--- config.mk ---
export PLATFORM = sky130hd
export DESIGN_NAME = servo_slew_pwm_flat
export DESIGN_NICKNAME = d
export VERILOG_FILES = /design/src/rtl/servo_slew_pwm_if.sv /design/src/rtl/servo_slew_pwm.sv /design/src/flat_wrapper.sv
export SDC_FILE = /design/constraint.sdc
export NUM_CORES = 1
export LEC_CHECK = 0
export CAP_MARGIN = 20
export CORE_MARGIN = 1
export CORE_UTILIZATION = 46
export CTS_CLUSTER_DIAMETER = 30
export CTS_CLUSTER_SIZE = 24
export DETAILED_ROUTE_END_ITERATION = 7
export PLACE_DENSITY_LB_ADDON = 0.1
export SYNTH_ARGS = -nofsm -noshare
export SYNTH_HDL_FRONTEND = slang
export SYNTH_SLANG_ARGS = --single-unit
--- constraint.sdc ---
create_clock -name clk50mhz -period 9.8 [get_ports clk50mhz]
set_clock_uncertainty 0.2 [all_clocks]
set_input_delay 1.47 -clock clk50mhz [delete_from_list [all_inputs] [get_ports clk50mhz]]
set_output_delay 1.47 -clock clk50mhz [all_outputs]
set_load 0.01 [all_outputs]
--- src/rtl/servo_slew_pwm_if.sv ---
`default_nettype none
// ============================================================================
// Module      : servo_slew_pwm_if
// Description : Aim-target bus and servo status bus for servo_slew_pwm.
// Revision    : 1.0 - initial release
// ============================================================================
interface servo_slew_pwm_if;
    logic [7:0] target_x;
    logic [7:0] target_y;
    logic       target_valid;
    logic       hold;
    logic       servo_pwm_out_x;
    logic       servo_pwm_out_y;
    logic [7:0] cur_x;
    logic [7:0] cur_y;
    logic       settled;
    logic       frame_tick;

    modport master (
        output target_x, target_y, target_valid, hold,
        input  servo_pwm_out_x, servo_pwm_out_y, cur_x, cur_y, settled, frame_tick
    );

    modport slave (
        input  target_x, target_y, target_valid, hold,
        output servo_pwm_out_x, servo_pwm_out_y, cur_x, cur_y, settled, frame_tick
    );
endinterface
`default_nettype wire

--- src/rtl/servo_slew_pwm.sv ---
`default_nettype none
// ============================================================================
// Module      : servo_slew_pwm
// Description : Slew-limited X/Y servo positioner with glitch-free 50 Hz PWM.
// Revision    : 1.0 - initial release
// ============================================================================
module servo_slew_pwm #(
    parameter int unsigned FRAME_CYCLES = 1000000,
    parameter int unsigned PULSE_MIN    = 25000,
    parameter int unsigned PULSE_STEP   = 294,
    parameter int unsigned MAX_STEP     = 4,
    parameter int unsigned RESET_POS    = 128
) (
    input  wire               clk50mhz,
    input  wire               rst,
    servo_slew_pwm_if.slave   bus
);

    localparam logic [19:0] c_cnt_last  = 20'(FRAME_CYCLES - 1);
    localparam logic [7:0]  c_pos_rst   = 8'(RESET_POS);
    localparam logic [19:0] c_pulse_rst = 20'(PULSE_MIN + RESET_POS * PULSE_STEP);
    localparam logic [7:0]  c_step8     = 8'(MAX_STEP);
    localparam logic [8:0]  c_step9     = 9'(MAX_STEP);

    logic [19:0] r_cnt;
    logic [7:0]  r_tgt_x, r_tgt_y;
    logic [7:0]  r_cur_x, r_cur_y;
    logic [19:0] r_pulse_x, r_pulse_y;
    logic        r_pwm_x, r_pwm_y;
    logic        r_tick;

    logic        w_boundary;
    logic [7:0]  w_next_x, w_next_y;

    // Move one axis toward its target by at most MAX_STEP; the 9-bit signed
    // difference keeps the step direction exact across the full 0..255 range.
    function automatic logic [7:0] f_slew(input logic [7:0] cur, input logic [7:0] tgt);
        logic signed [8:0] diff;
        logic [8:0]        mag;
        diff = $signed({1'b0, tgt}) - $signed({1'b0, cur});
        mag  = diff[8] ? 9'(-diff) : 9'(diff);
        if (mag <= c_step9)
            return tgt;
        else if (!diff[8])
            return cur + c_step8;
        else
            return cur - c_step8;
    endfunction

    assign w_boundary = (r_cnt == c_cnt_last);
    assign w_next_x   = bus.hold ? r_cur_x : f_slew(r_cur_x, r_tgt_x);
    assign w_next_y   = bus.hold ? r_cur_y : f_slew(r_cur_y, r_tgt_y);

    always_ff @(posedge clk50mhz) begin
        if (rst) begin
            r_cnt     <= '0;
            r_tgt_x   <= c_pos_rst;
            r_tgt_y   <= c_pos_rst;
            r_cur_x   <= c_pos_rst;
            r_cur_y   <= c_pos_rst;
            r_pulse_x <= c_pulse_rst;
            r_pulse_y <= c_pulse_rst;
            r_pwm_x   <= 1'b0;
            r_pwm_y   <= 1'b0;
            r_tick    <= 1'b0;
        end else begin
            r_cnt   <= w_boundary ? '0 : r_cnt + 20'd1;
            r_tick  <= w_boundary;
            r_pwm_x <= (r_cnt < r_pulse_x);
            r_pwm_y <= (r_cnt < r_pulse_y);
            if (bus.target_valid) begin
                r_tgt_x <= bus.target_x;
                r_tgt_y <= bus.target_y;
            end
            // Pulse widths only change here so a pulse is never cut mid-frame.
            if (w_boundary) begin
                r_cur_x   <= w_next_x;
                r_cur_y   <= w_next_y;
                r_pulse_x <= 20'(PULSE_MIN) + 20'(w_next_x) * 20'(PULSE_STEP);
                r_pulse_y <= 20'(PULSE_MIN) + 20'(w_next_y) * 20'(PULSE_STEP);
            end
        end
    end

    assign bus.servo_pwm_out_x = r_pwm_x;
    assign bus.servo_pwm_out_y = r_pwm_y;
    assign bus.cur_x           = r_cur_x;
    assign bus.cur_y           = r_cur_y;
    assign bus.frame_tick      = r_tick;
    assign bus.settled         = (r_cur_x == r_tgt_x) && (r_cur_y == r_tgt_y);

endmodule
`default_nettype wire

--- src/flat_wrapper.sv ---
// flat-port wrapper written by rule: the top's interface ports become plain ports
module servo_slew_pwm_flat 
#(
    parameter int unsigned FRAME_CYCLES = 1000000,
    parameter int unsigned PULSE_MIN    = 25000,
    parameter int unsigned PULSE_STEP   = 294,
    parameter int unsigned MAX_STEP     = 4,
    parameter int unsigned RESET_POS    = 128
)
  (clk50mhz, rst, bus_target_x, bus_target_y, bus_target_valid, bus_hold, bus_servo_pwm_out_x, bus_servo_pwm_out_y, bus_cur_x, bus_cur_y, bus_settled, bus_frame_tick);
  servo_slew_pwm_if bus_i ();
  input  wire clk50mhz;
  input  wire rst;
  input wire logic [$bits(bus_i.target_x)-1:0] bus_target_x;
  input wire logic [$bits(bus_i.target_y)-1:0] bus_target_y;
  input wire logic [$bits(bus_i.target_valid)-1:0] bus_target_valid;
  input wire logic [$bits(bus_i.hold)-1:0] bus_hold;
  output wire logic [$bits(bus_i.servo_pwm_out_x)-1:0] bus_servo_pwm_out_x;
  output wire logic [$bits(bus_i.servo_pwm_out_y)-1:0] bus_servo_pwm_out_y;
  output wire logic [$bits(bus_i.cur_x)-1:0] bus_cur_x;
  output wire logic [$bits(bus_i.cur_y)-1:0] bus_cur_y;
  output wire logic [$bits(bus_i.settled)-1:0] bus_settled;
  output wire logic [$bits(bus_i.frame_tick)-1:0] bus_frame_tick;
  assign bus_i.target_x = bus_target_x;
  assign bus_i.target_y = bus_target_y;
  assign bus_i.target_valid = bus_target_valid;
  assign bus_i.hold = bus_hold;
  assign bus_servo_pwm_out_x = bus_i.servo_pwm_out_x;
  assign bus_servo_pwm_out_y = bus_i.servo_pwm_out_y;
  assign bus_cur_x = bus_i.cur_x;
  assign bus_cur_y = bus_i.cur_y;
  assign bus_settled = bus_i.settled;
  assign bus_frame_tick = bus_i.frame_tick;
  servo_slew_pwm #(.FRAME_CYCLES(FRAME_CYCLES), .PULSE_MIN(PULSE_MIN), .PULSE_STEP(PULSE_STEP), .MAX_STEP(MAX_STEP), .RESET_POS(RESET_POS)) u_core (.clk50mhz(clk50mhz), .rst(rst), .bus(bus_i));
endmodule
== Yosys cells after proc, flatten, opt, wreduce, memory -nomap -nowiden ==
Index checks and enable logic that the tools add are counted.
Cells by class
  add/subtract/negate cells: 11
  multiply operators: 2
  div/mod/pow operators: 0
  order comparisons: 4
  eq/ne operators: 3
  shifts and indexed selects: 0
  muxes and demuxes: 8
  bitwise gates (word level): 0
  reductions and logical operators: 2
Operators with widths (count)
  8-bit two-way mux: 6
  20-bit < comparator: 2
  15-bit by 17-bit adder with 18-bit output, first input constant: 2
  8-bit by 8-bit multiplier with 16-bit output, second input constant: 2
  20-bit by 1-bit adder with 20-bit output, second input constant: 1
  20-bit == test, second input constant: 1
  9-bit by 3-bit less-or-equal comparator with 1-bit output, second input constant: 2
  9-bit two-way mux: 2
  9-bit negator: 2
  8-bit by 8-bit subtractor with 9-bit output: 2
  8-bit by 3-bit adder with 8-bit output, second input constant: 2
  8-bit == test: 2
  8-bit by 3-bit subtractor with 8-bit output, second input constant: 2
  2-bit OR reduction: 1
  1-bit logical AND: 1
Storage, ports and cells
  register bits after elaboration: 95
  bits in latches: 0
  memory bits (writable): 0
  bits in read-only memories: 0
  input bits: 20
  output and inout bits: 20
  word-level logic and storage cells: 40
  memories kept: 0

== Logic depth before layout (Yosys ltp) ==
Gate-level depths: netlist of the first run.
  word-level depth: 8
  mapped depth: 32

== Worst setup path before layout of the first run ==
Ideal clock, no wire load.
  kind: register to register
  start: reg u_core.r_cur_y[0], in the netlist u_core.bus.cur_y[0]
  end: reg u_core.r_pulse_y[16]
  arrival time: 6765 ps
  required time: 9505 ps
  slack: 2739 ps
  cell stages (with the launch flop): 31
  buffers on the path: 0
  cell sequence: dfxtp_1 > ha_1 > inv_1 > fa_1 > a21o_1 > a21o_1 > a221oi_4 > ha_1 > a21o_1 > a21oi_1 > o21bai_1 > a21oi_1 > xor2_1 > o31ai_1 > and2_1 > o22ai_1 > ha_1 > ha_1 > inv_1 > fa_1 > inv_1 > ha_1 > and2_1 > o21a_1 > o31ai_1 > a21oi_1 > a41oi_1 > a21oi_1 > or4_1 > mux2_2 > o311ai_1
On the way
  word-level cells in the longest chain between the ends: 8
Ends and longest elaborated chain
  start: declaration: RTL line servo_slew_pwm.sv:27  | logic [7:0] r_cur_x, r_cur_y;
  start signal: assignment: RTL line servo_slew_pwm.sv:60  | r_cur_y <= c_pos_rst;
  start signal: assignment: RTL line servo_slew_pwm.sv:78  | r_cur_y <= w_next_y;
  8-bit by 8-bit subtractor with 9-bit output: RTL line servo_slew_pwm.sv:40  | diff = $signed({1'b0, tgt}) - $signed({1'b0, cur});
  9-bit negator: RTL line servo_slew_pwm.sv:41  | mag = diff[8] ? 9'(-diff) : 9'(diff);
  9-bit two-way mux: RTL line servo_slew_pwm.sv:41
  9-bit by 3-bit less-or-equal comparator with 1-bit output: RTL line servo_slew_pwm.sv:42  | if (mag <= c_step9)
  8-bit two-way mux (*): RTL line servo_slew_pwm.sv:42
  8-bit two-way mux (*): RTL line servo_slew_pwm.sv:52  | assign w_next_y = bus.hold ? r_cur_y : f_slew(r_cur_y, r_tgt_y);
  net u_core.w_next_y[7]: RTL line servo_slew_pwm.sv:33  | logic [7:0] w_next_x, w_next_y;
  8-bit by 8-bit multiplier with 16-bit output (*): RTL line servo_slew_pwm.sv:80  | r_pulse_y <= 20'(PULSE_MIN) + 20'(w_next_y) * 20'(PULSE_STEP);
  15-bit by 17-bit adder with 18-bit output (*): RTL line servo_slew_pwm.sv:80
  end signal: assignment: RTL line servo_slew_pwm.sv:62  | r_pulse_y <= c_pulse_rst;
  end signal: assignment: RTL line servo_slew_pwm.sv:80
  end: declaration: RTL line servo_slew_pwm.sv:28  | logic [19:0] r_pulse_x, r_pulse_y;
The timed path passes the listed nets; every way through them passes the cells marked *.
A chain may end at the register's enable or synchronous reset.

== Final worst setup path of the first run ==
Ends and elaborated chain as after synthesis.

==> metrics, run 1 <==
Fillers=1770; row count=49; Net Count, Synth=1215; status=finished, violations left; Worst VDD drop=99.2 uV; CP startpoint kind=flop; # setup viols final=0; Synth cell types=84; Cells after Synth=1041; htree depth=3; Final Slew Violations=0; DRT iter0 DRCs=438; wirelength, routed=20.8 mm; initial core utilization=0.473; highest clock rate=125 MHz; vias in the first global route=7040; max layer used=met4; CTS tree=done; CP endpoint kind=flop; Arr. time, crit path=8090 ps; FF-to-FF setup slack=1780 ps; DRT antenna net count=0; leak pwr=4.35 nW; overall routing resource usage=0.225; CP Max Fanout=14; Crit-path slowest cell=nor3_2; area leader, netlist=dfxtp_1; initial antenna violation count=0; Power Total=1.49 mW; DP Cell Count=1284; Register Area=1740 sq um; max cap viols=0; WL met3=716 microns; failing checks=design-rule violations; RSZ-0062 raised after global routing=false; post-CTS resize count=0; critical path type=flop to flop; power per cell area=157 nW/um^2; Yosys reg bits=87; DP HPWL=16.3 mm; CP Data Required Time=9870 ps; Final Hold Vio Count=0; Mapped Area=8580 sq um; clock latency on the worst-skew pair=360 ps; DP Worst Slack=1830 ps; largest cells by area after synthesis=dfxtp_1, ha_1, inv_1; Final WS setup=1780 ps; Tmin final=8020 ps; Remaining DRCs=7; worst hold path class=flop to flop; Setup Fix Bufs, Post-CTS=0; Tightest Pin Transition=877 ps; Layout Cells excl Fill=1302; IO Port Bufs=39; WL met1=10.5 mm; die area=19200 sq um; Clk pin slew, worst setup/hold paths=70 ps; share of cells above drive strength 1=0.0596; most common flop cell mapped by yosys=dfxtp_1; Seq/Total Area, Yosys=0.203; CP Buf/Inv Count=3; Vias/cell=5.62; hold_ws=253 ps; WL/cell=16.0 microns; final period utilization=0.818; Root Driver=clkbuf_16; Crit path max-delay family=compound AO/OA/AOI/OAI gates; core area=18100 sq um; total grt overflow=0; first-pass GRT wire length=35.2 mm; Placed Instance Area=9160 sq um; Synth top area share=0.203; Detailed Routing Iterations Pass 1=6; Area growth, synth to finish=10.5%; max incr delay on CP=750 ps; pin count of the biggest net entering global routing=52; maximum clock insertion buffer count=2; setup TNS=0 ps; die width=139 microns; Multi-input gate area=6270 sq um; Ys Warns=0; DIE HEIGHT=139 microns; Met2 Wirelength=9.32 mm; I/O Pins=40; diode count=0; via count=7319; number of synthesized flops with an enable pin=0; Async SR Flop Fraction=0; Finished Core Util=0.522; CTS buffer count=9; Final Cell Area=9480 sq um; Max-slew headroom=0.412; Hold Buf Count CTS=0; RD Place Congestion=0.904; Mean Syn Cell Area=8.24 sq um; fin nets=1242; Sink Count=87
==> layout by cell type, fill, tap and decap left out, types with 30 or more instances in the layout <==
cell,count
ha_1,138
inv_1,112
nor2_1,96
dfxtp_1,87
nand2_1,73
a21oi_1,67
clkdlybuf4s50_1,38
xnor2_1,36
xor2_1,32
nand3_1,31
o21ai_0,30
==> power by group <==
part / internal, mW / leakage (nW) / switching [mW]
Sequential: 0.359 / 0.706 / 0.00655
Combinational: 0.327 / 3.51 / 0.451
Clock: 0.178 / 0.143 / 0.169
Total: 0.863 / 4.35 / 0.627
==> cells by family after synthesis <==
| group | Yosys count | synth area share |
|---|---|---|
| flip-flops | 87 | 0.203 |
| buffers and inverters | 144 | 0.0663 |
| adder cells (fa/ha/maj) | 154 | 0.239 |
| multiplexers | 37 | 0.0462 |
| AO/OA/AOI/OAI | 233 | 0.194 |
| XOR/XNOR | 68 | 0.0694 |
| AND/OR/NAND/NOR | 318 | 0.182 |
==> cells in the mapped netlist (10+ instances only) <==
cell type	count
a21o_1	18
a21oi_1	67
clkbuf_1	24
dfxtp_1	87
fa_1	16
ha_1	138
inv_1	112
mux2_2	13
mux2i_1	22
nand2_1	73
nand3_1	31
nor2_1	96
nor3_1	23
nor4_1	10
o211ai_1	12
o21a_1	11
o21ai_0	30
o31ai_1	12
or3_1	14
xnor2_1	36
xor2_1	32
==> sequential cells by signal (all words and copies together), names as in the netlist <==
name / count
u_core.r_pulse_y: 16
u_core.bus.cur_y: 8
u_core.r_tgt_y: 8
u_core.r_pulse_x: 16
u_core.bus.cur_x: 8
u_core.bus.servo_pwm_out_y: 1
u_core.bus.frame_tick: 1
u_core.r_tgt_x: 8
u_core.r_cnt: 20
u_core.bus.servo_pwm_out_x: 1
==> final timing paths <==
check | start | to | cells after the start
setup reg to reg | u_core.bus.cur_y[0]$_SDFFE_PP0P_ | u_core.r_pulse_y[16]$_SDFFE_PP0P_ | 27
setup / recovery | u_core.bus.cur_y[0]$_SDFFE_PP0P_ | u_core.r_pulse_y[16]$_SDFFE_PP0P_ | 27
hold reg to reg | u_core.r_pulse_x[4]$_SDFFE_PP0P_ | u_core.r_pulse_x[4]$_SDFFE_PP0P_ | 2
hold / removal | u_core.r_pulse_x[4]$_SDFFE_PP0P_ | u_core.r_pulse_x[4]$_SDFFE_PP0P_ | 2
==> final cells by class <==
| cell class | instances | area share |
|---|---|---|
| multi-input cells | 810 | 0.662 |
| flip-flops and latches | 87 | 0.184 |
| repair buffers | 47 | 0.0495 |
| inverters | 113 | 0.0447 |
| well taps | 229 | 0.0302 |
| clock buffers | 9 | 0.0238 |
| clock inverters | 7 | 0.00633 |
==> routing by layer <==
metal | vias up | track usage
met5 | - | 0
met4 | 0 | 0.0556
met3 | 22 | 0.0266
met2 | 113 | 0.369
met1 | 3426 | 0.313
li1 | 3758 | -
==> worst min-delay path: stages (launching register included) <==
cell,delay [ps]
dfxtp_1,310
nand2_1,50
a21oi_1,50
Note: power is estimated with default switching activity, not from simulation.
==> inputs of run 2 (changes only) <==
==> constraint.sdc (replaced) <==
create_clock -name clk50mhz -period 6.9 [get_ports clk50mhz]
set_clock_uncertainty 0.2 [all_clocks]
set_input_delay 1.035 -clock clk50mhz [delete_from_list [all_inputs] [get_ports clk50mhz]]
set_output_delay 1.035 -clock clk50mhz [all_outputs]
set_load 0.01 [all_outputs]
==> run 2 against run 1 <==
Net effect: the run ends with design-rule violations, negative setup slack left; final cell count is 8.0% higher; final area is 12% higher; sequential share of layout area shrank 2.0 points; wire length increased by 7.5%; power rose by 66%; hold slack worse by 4.5 ps; register-to-register slack worse by 2000 ps; critical path depth grew 4.
==> metrics, run 2 (synthesis gave the netlist of run 1 again) <==
Power Total=2.47 mW (was 1.49 mW); Clk pin slew, worst setup/hold paths=70 ps (about the same); Largest register FFs=20 (unchanged); WL/cell=15.9 microns (was 16.0 microns); Hold Buf Count CTS=0 (unchanged); reg2reg end=u_core.r_pulse_y[16]$_SDFFE_PP0P_ (unchanged); DRT antenna net count=0 (unchanged); Arr. time, crit path=7200 ps (was 8090 ps); max incr delay on CP=520 ps (was 750 ps); CP dominant cell by count=a21o_1; commonest non-fill, non-tap cell in the layout=ha_1 (unchanged); Area growth, synth to finish=23.9% (was 10.5%); Finished Core Util=0.586 (was 0.522); Clk pwr share=0.214 (was 0.233); Vias/cell=5.56 (was 5.62); Tightest Pin Transition=1020 ps (was 877 ps); DP Worst Slack=-161 ps (was 1830 ps); CP Data Required Time=6950 ps (was 9870 ps); combinational group share of total power=0.577 (was 0.522); Detailed Routing Iterations Pass 1=6 (unchanged); fin nets=1346 (was 1242); Reg with most FFs=u_core.r_cnt (unchanged); Tmin final=7150 ps (was 8020 ps); final period utilization=1.04 (was 0.818); CTS buffer count=9 (unchanged); critical path type=flop to flop (unchanged); failing checks=design-rule violations, negative setup slack (was design-rule violations); # setup viols final=7 (was 0); Final Cell Area=10600 sq um (was 9480 sq um); total grt overflow=0 (unchanged); row count=49 (unchanged); Largest regs=u_core.r_cnt x20, u_core.r_pulse_x x16, u_core.r_pulse_y x16 (unchanged); power per cell area=232 nW/um^2 (was 157 nW/um^2); die width=139 microns (unchanged); Pint=1.48 mW (was 0.863 mW); highest clock rate=140 MHz (was 125 MHz); most frequent cells in the layout=ha_1, inv_1, buf_4 (was ha_1, inv_1, nor2_1); worst r2r src=u_core.r_tgt_y[0]$_SDFFE_PP0P_ (was u_core.bus.cur_y[0]$_SDFFE_PP0P_); diode count=0 (unchanged); CP endpoint kind=flop (unchanged); Crit path max-delay family=compound AO/OA/AOI/OAI gates (unchanged); Hold Path Depth=2 (unchanged); wirelength, routed=22.4 mm (was 20.8 mm); initial antenna violation count=0 (unchanged); worst hold path class=flop to flop (unchanged); WHS Endpoint=u_core.r_pulse_x[2]$_SDFFE_PP0P_ (was u_core.r_pulse_x[4]$_SDFFE_PP0P_); FF-to-FF setup slack=-250 ps (was 1780 ps); Hold Path Origin=u_core.r_pulse_x[2]$_SDFFE_PP0P_ (was u_core.r_pulse_x[4]$_SDFFE_PP0P_); Net Switching=0.988 mW (was 0.627 mW); initial core utilization=0.473 (unchanged); RD Place Congestion=0.911 (was 0.904); Final Hold Vio Count=0 (unchanged); core area=18100 sq um (unchanged); DP HPWL=16.9 mm (was 16.3 mm); I/O Pins=40 (unchanged); Root Driver=clkbuf_16 (unchanged); Sequential Power Share=0.210 (was 0.245); leak pwr=4.94 nW (was 4.35 nW); Sw Ratio=0.400 (was 0.421); Final WS setup=-251 ps (was 1780 ps); IO Port Bufs=39 (unchanged); Placed Instance Area=9800 sq um (was 9160 sq um); Remaining DRCs=8 (was 7); RSZ-0062 raised after global routing=true (was false); vias in the first global route=7676 (was 7040); status=finished, violations left (unchanged); Layout Cells excl Fill=1406 (was 1302); first-pass GRT wire length=37.8 mm (was 35.2 mm); CTS tree=done (unchanged); DIE HEIGHT=139 microns (unchanged); CP Buf/Inv Count=5 (was 3); die area=19200 sq um (unchanged); max cap viols=0 (unchanged); clock latency on the worst-skew pair=360 ps (about the same); FF-to-FF path depth=31 (was 27); DP Cell Count=1366 (was 1284); CP Max Fanout=4 (was 14); Crit-path slowest cell=fa_1 (was nor3_2); pin count of the biggest net entering global routing=52 (unchanged); Fillers=1678 (was 1770); Max-slew headroom=0.316 (was 0.412); CP startpoint kind=flop (unchanged); overall routing resource usage=0.241 (was 0.225); via count=7818 (was 7319); share of cells above drive strength 1=0.189 (was 0.0596); DRT iter0 DRCs=314 (was 438); Worst VDD drop=150 uV (was 99.2 uV); Sink Count=87 (unchanged); htree depth=3 (unchanged); Final Slew Violations=0 (unchanged); maximum clock insertion buffer count=2 (unchanged)
[run 2: cell types whose count changed in the layout (fill, tap and decap cells not counted), moves of 4 or more]
cell / delta
o31ai_1: -4
a21oi_2: +5
a21oi_1: -5
xnor2_1: -4
ha_4: +4
ha_1: -6
inv_2: +4
inv_1: -4
buf_4: +101
[run 2: worst register-to-register path: cells and delay by family (launching register included)]
family | cells | cell delay [ps]
muxes | 2 | 500
DFF | 1 | 320
and+or+nand+nor | 4 | 1240
xor gates and xnor gates | 2 | 360
adders and majority gates | 6 | 1890
buffers and inverters | 5 | 460
AOI/OAI and AO/OA | 12 | 2080
[run 2: worst max-delay path by stage]
stage	startpoint	to	slack [ps]	cells after the start
2_1_floorplan	u_core.bus.cur_y[2]$_SDFFE_PP0P_	u_core.r_pulse_y[16]$_SDFFE_PP0P_	10	27
3_3_place_gp	u_core.r_tgt_y[0]$_SDFFE_PP0P_	u_core.r_pulse_y[16]$_SDFFE_PP0P_	-100	29
3_5_place_dp	u_core.r_tgt_y[0]$_SDFFE_PP0P_	u_core.r_pulse_y[16]$_SDFFE_PP0P_	-160	29
4_1_cts	u_core.r_tgt_y[0]$_SDFFE_PP0P_	u_core.r_pulse_y[16]$_SDFFE_PP0P_	-20	31
5_1_grt	u_core.r_tgt_y[0]$_SDFFE_PP0P_	u_core.r_pulse_y[16]$_SDFFE_PP0P_	-500	31
6_report	u_core.r_tgt_y[0]$_SDFFE_PP0P_	u_core.r_pulse_y[16]$_SDFFE_PP0P_	-250	31
[run 2: timing repair]
action | 4_1_cts | 5_1_grt
cloned | 0 | 0
gates resized for setup | 16 | 51
endpoints found under the setup margin | 7 | 17
buffers inserted | 17 | 7
pin swaps | 24 | 48
[run 2: metal layers]
| metal | track usage | part of all wire | routed length, microns |
|---|---|---|---|
| met2 | 0.408 | 0.47 | 10500 |
| met4 | 0.0603 | 0.013 | 294 |
| met3 | 0.0294 | 0.029 | 640 |
| met5 | 0 | 0 | 0 |
| met1 | 0.324 | 0.49 | 10900 |
[run 2: cell type report]
class | instances | area [sq um] | area share
Timing Repair Buffer | 151 | 1260 | 0.119
Inverter | 113 | 424 | 0.0399
Clock buffer | 9 | 225 | 0.0212
Multi-Input combinational cell | 810 | 6610 | 0.621
Sequential cell | 87 | 1740 | 0.164
Clock inverter | 7 | 86.3 | 0.00812
Tap cell | 229 | 287 | 0.0269
[run 2: metrics by stage]
step	TNS [ps]	hold slack (ps)
after floorplan	0	230
after global placement	-222	239
after detailed placement	-455	246
after CTS	-16.7	253
after global routing	-3610	265
final	-437	249
[run 2: power groups by stage]
stage	Clock (mW)	Combinational, mW	Sequential, mW
after floorplan	0	0.881	0.527
after global placement	0	1.24	0.529
after detailed placement	0	1.24	0.529
after CTS	0.539	1.30	0.518
after global routing	0.556	1.58	0.519
final	0.527	1.42	0.518
==> inputs of run 3 (changes only) <==
--- a/config.mk
+++ b/config.mk
@@ -6,6 +6,7 @@
 export NUM_CORES = 1
 export LEC_CHECK = 0
 export CAP_MARGIN = 20
+export CORE_ASPECT_RATIO = 0.8
 export CORE_MARGIN = 1
 export CORE_UTILIZATION = 46
 export CTS_CLUSTER_DIAMETER = 30
==> run 3 against run 2 <==
Net effect: the run ends with negative setup slack left; first-iteration DRC count up 39%; register-to-register slack better by 230 ps; via count down 2.3%; hold slack better by 1.8 ps; largest power group unchanged.
==> metrics, run 3 (synthesis gave the netlist of run 1 again) <==
Final Slew Violations=0 (unchanged); most frequent cells in the layout=ha_1, inv_1, buf_4 (unchanged); Final Hold Vio Count=0 (unchanged); max cap viols=0 (unchanged); setup TNS=-22.9 ps (was -437 ps); clock latency on the worst-skew pair=350 ps (was 360 ps); first-pass GRT wire length=36.3 mm (was 37.8 mm); via count=7642 (was 7818); CP startpoint kind=flop (unchanged); RSZ-0062 raised after global routing=true (unchanged); DRT iter0 DRCs=438 (was 314); CTS buffer count=9 (unchanged); row count=44 (was 49); core area=18200 sq um (was 18100 sq um); DP HPWL=16.6 mm (was 16.9 mm); power per cell area=235 nW/um^2 (was 232 nW/um^2); I/O Pins=40 (unchanged); Final WS setup=-22.9 ps (was -251 ps); Area growth, synth to finish=24.1% (was 23.9%); DIE HEIGHT=124 microns (was 139 microns); Placed Instance Area=9750 sq um (was 9800 sq um); Detailed Routing Iterations Pass 1=4 (was 6); total grt overflow=0 (unchanged); final period utilization=1.00 (was 1.04); Sink Count=87 (unchanged); die width=155 microns (was 139 microns); Remaining DRCs=0 (was 8); pin count of the biggest net entering global routing=52 (unchanged); share of cells above drive strength 1=0.188 (was 0.189); Layout Cells excl Fill=1419 (was 1406); overall routing resource usage=0.237 (was 0.241); commonest non-fill, non-tap cell in the layout=ha_1 (unchanged); leak pwr=4.90 nW (was 4.94 nW); CP Data Required Time=6970 ps (was 6950 ps); Worst VDD drop=189 uV (was 150 uV); initial antenna violation count=0 (unchanged); Arr. time, crit path=6990 ps (was 7200 ps); # setup viols final=1 (was 7); Crit-path slowest cell=or4_1 (was fa_1); failing checks=negative setup slack (was design-rule violations, negative setup slack); fin nets=1335 (was 1346); max incr delay on CP=470 ps (was 520 ps); CP endpoint kind=flop (unchanged); Vias/cell=5.39 (was 5.56); RD Place Congestion=0.880 (was 0.911); DP Worst Slack=-130 ps (was -161 ps); highest clock rate=144 MHz (was 140 MHz); Final Cell Area=10700 sq um (was 10600 sq um); Largest regs=u_core.r_cnt x20, u_core.r_pulse_x x16, u_core.r_pulse_y x16 (unchanged); status=finished, violations left (unchanged); Power Total=2.50 mW (was 2.47 mW); initial core utilization=0.471 (was 0.473); diode count=0 (unchanged); Finished Core Util=0.584 (was 0.586); wirelength, routed=21.9 mm (was 22.4 mm); Root Driver=clkbuf_16 (unchanged); worst hold path class=flop to flop (unchanged); Tightest Pin Transition=1080 ps (was 1020 ps); die area=19200 sq um (about the same); Fillers=1700 (was 1678); Clk pin slew, worst setup/hold paths=70 ps (about the same); Tmin final=6920 ps (was 7150 ps); CTS tree=done (unchanged); Largest register FFs=20 (unchanged); WL/cell=15.4 microns (was 15.9 microns); vias in the first global route=7340 (was 7676); maximum clock insertion buffer count=2 (unchanged); DRT antenna net count=0 (unchanged); CP Max Fanout=5 (was 4); CP dominant cell by count=ha_1 (was a21o_1); htree depth=3 (unchanged); Max-slew headroom=0.273 (was 0.316); DP Cell Count=1380 (was 1366); IO Port Bufs=39 (unchanged); Hold Buf Count CTS=0 (unchanged); Reg with most FFs=u_core.r_cnt (unchanged); critical path type=flop to flop (unchanged); hold_ws=250 ps (was 249 ps)
==> run 3: changes by cell type in the layout (fill, tap and decap cells not counted), sizes merged <==
| cell | before | now |
|---|---|---|
| inv | 116 | 112 |
| clkinv | 2 | 4 |
| clkinvlp | 1 | 0 |
| clkbuf | 9 | 11 |
| buf | 113 | 102 |
| bufinv | 1 | 2 |
==> run 3: layout make-up <==
cell class / instances / area [sq um] / share of cell area
clock inverters: 5 / 82.6 / 0.00775
clock buffers: 11 / 233 / 0.0219
repair buffers: 140 / 1160 / 0.109
inverters: 113 / 424 / 0.0398
multi-input cells: 810 / 6690 / 0.628
flip-flops and latches: 87 / 1740 / 0.164
well taps: 253 / 317 / 0.0297
==> run 3: final timing paths <==
check | startpoint | end | slack (ps) | cells after the start
worst max register to register | u_core.r_tgt_y[0]$_SDFFE_PP0P_ | u_core.r_pulse_y[16]$_SDFFE_PP0P_ | -20 | 28
worst min register to register | u_core.r_pulse_x[4]$_SDFFE_PP0P_ | u_core.r_pulse_x[4]$_SDFFE_PP0P_ | 250 | 2
worst min-delay path | u_core.r_pulse_x[4]$_SDFFE_PP0P_ | u_core.r_pulse_x[4]$_SDFFE_PP0P_ | 250 | 2
worst max-delay path | u_core.r_tgt_y[0]$_SDFFE_PP0P_ | u_core.r_pulse_y[16]$_SDFFE_PP0P_ | -20 | 28
==> run 3: what timing repair did <==
action                                  in CTS  in global routing
pin swaps                                    2                 50
gates resized for setup                      7                 71
endpoints found under the setup margin       7                 15
gates cloned                                 0                  1
buffers inserted                             3                 18
==> run 3: critical path, delay by kind of cell, from the launching register on <==
kind | cells | cell delay, ps
flip-flops | 1 | 320
adder cells (fa/ha/maj) | 6 | 1610
AND/OR/NAND/NOR | 4 | 1490
AO/OA/AOI/OAI | 8 | 1490
buffers and inverters | 4 | 430
XOR/XNOR | 2 | 290
multiplexers | 4 | 1020
==> run 3: routing by layer <==
layer | vias up | share of wire | GRT usage
li1 | 3945 | - | -
met1 | 3594 | 0.54 | 0.342
met3 | 11 | 0.025 | 0.0296
met5 | - | 0 | 0
met4 | 0 | 0.0074 | 0.0464
met2 | 92 | 0.43 | 0.380
==> run 3: power by group <==
part / leakage (nW) / total, mW / switching (mW) / internal (mW)
Combinational: 4.04 / 1.45 / 0.754 / 0.693
Clock: 0.154 / 0.533 / 0.214 / 0.318
Sequential: 0.707 / 0.518 / 0.00816 / 0.510
Total: 4.90 / 2.50 / 0.976 / 1.52
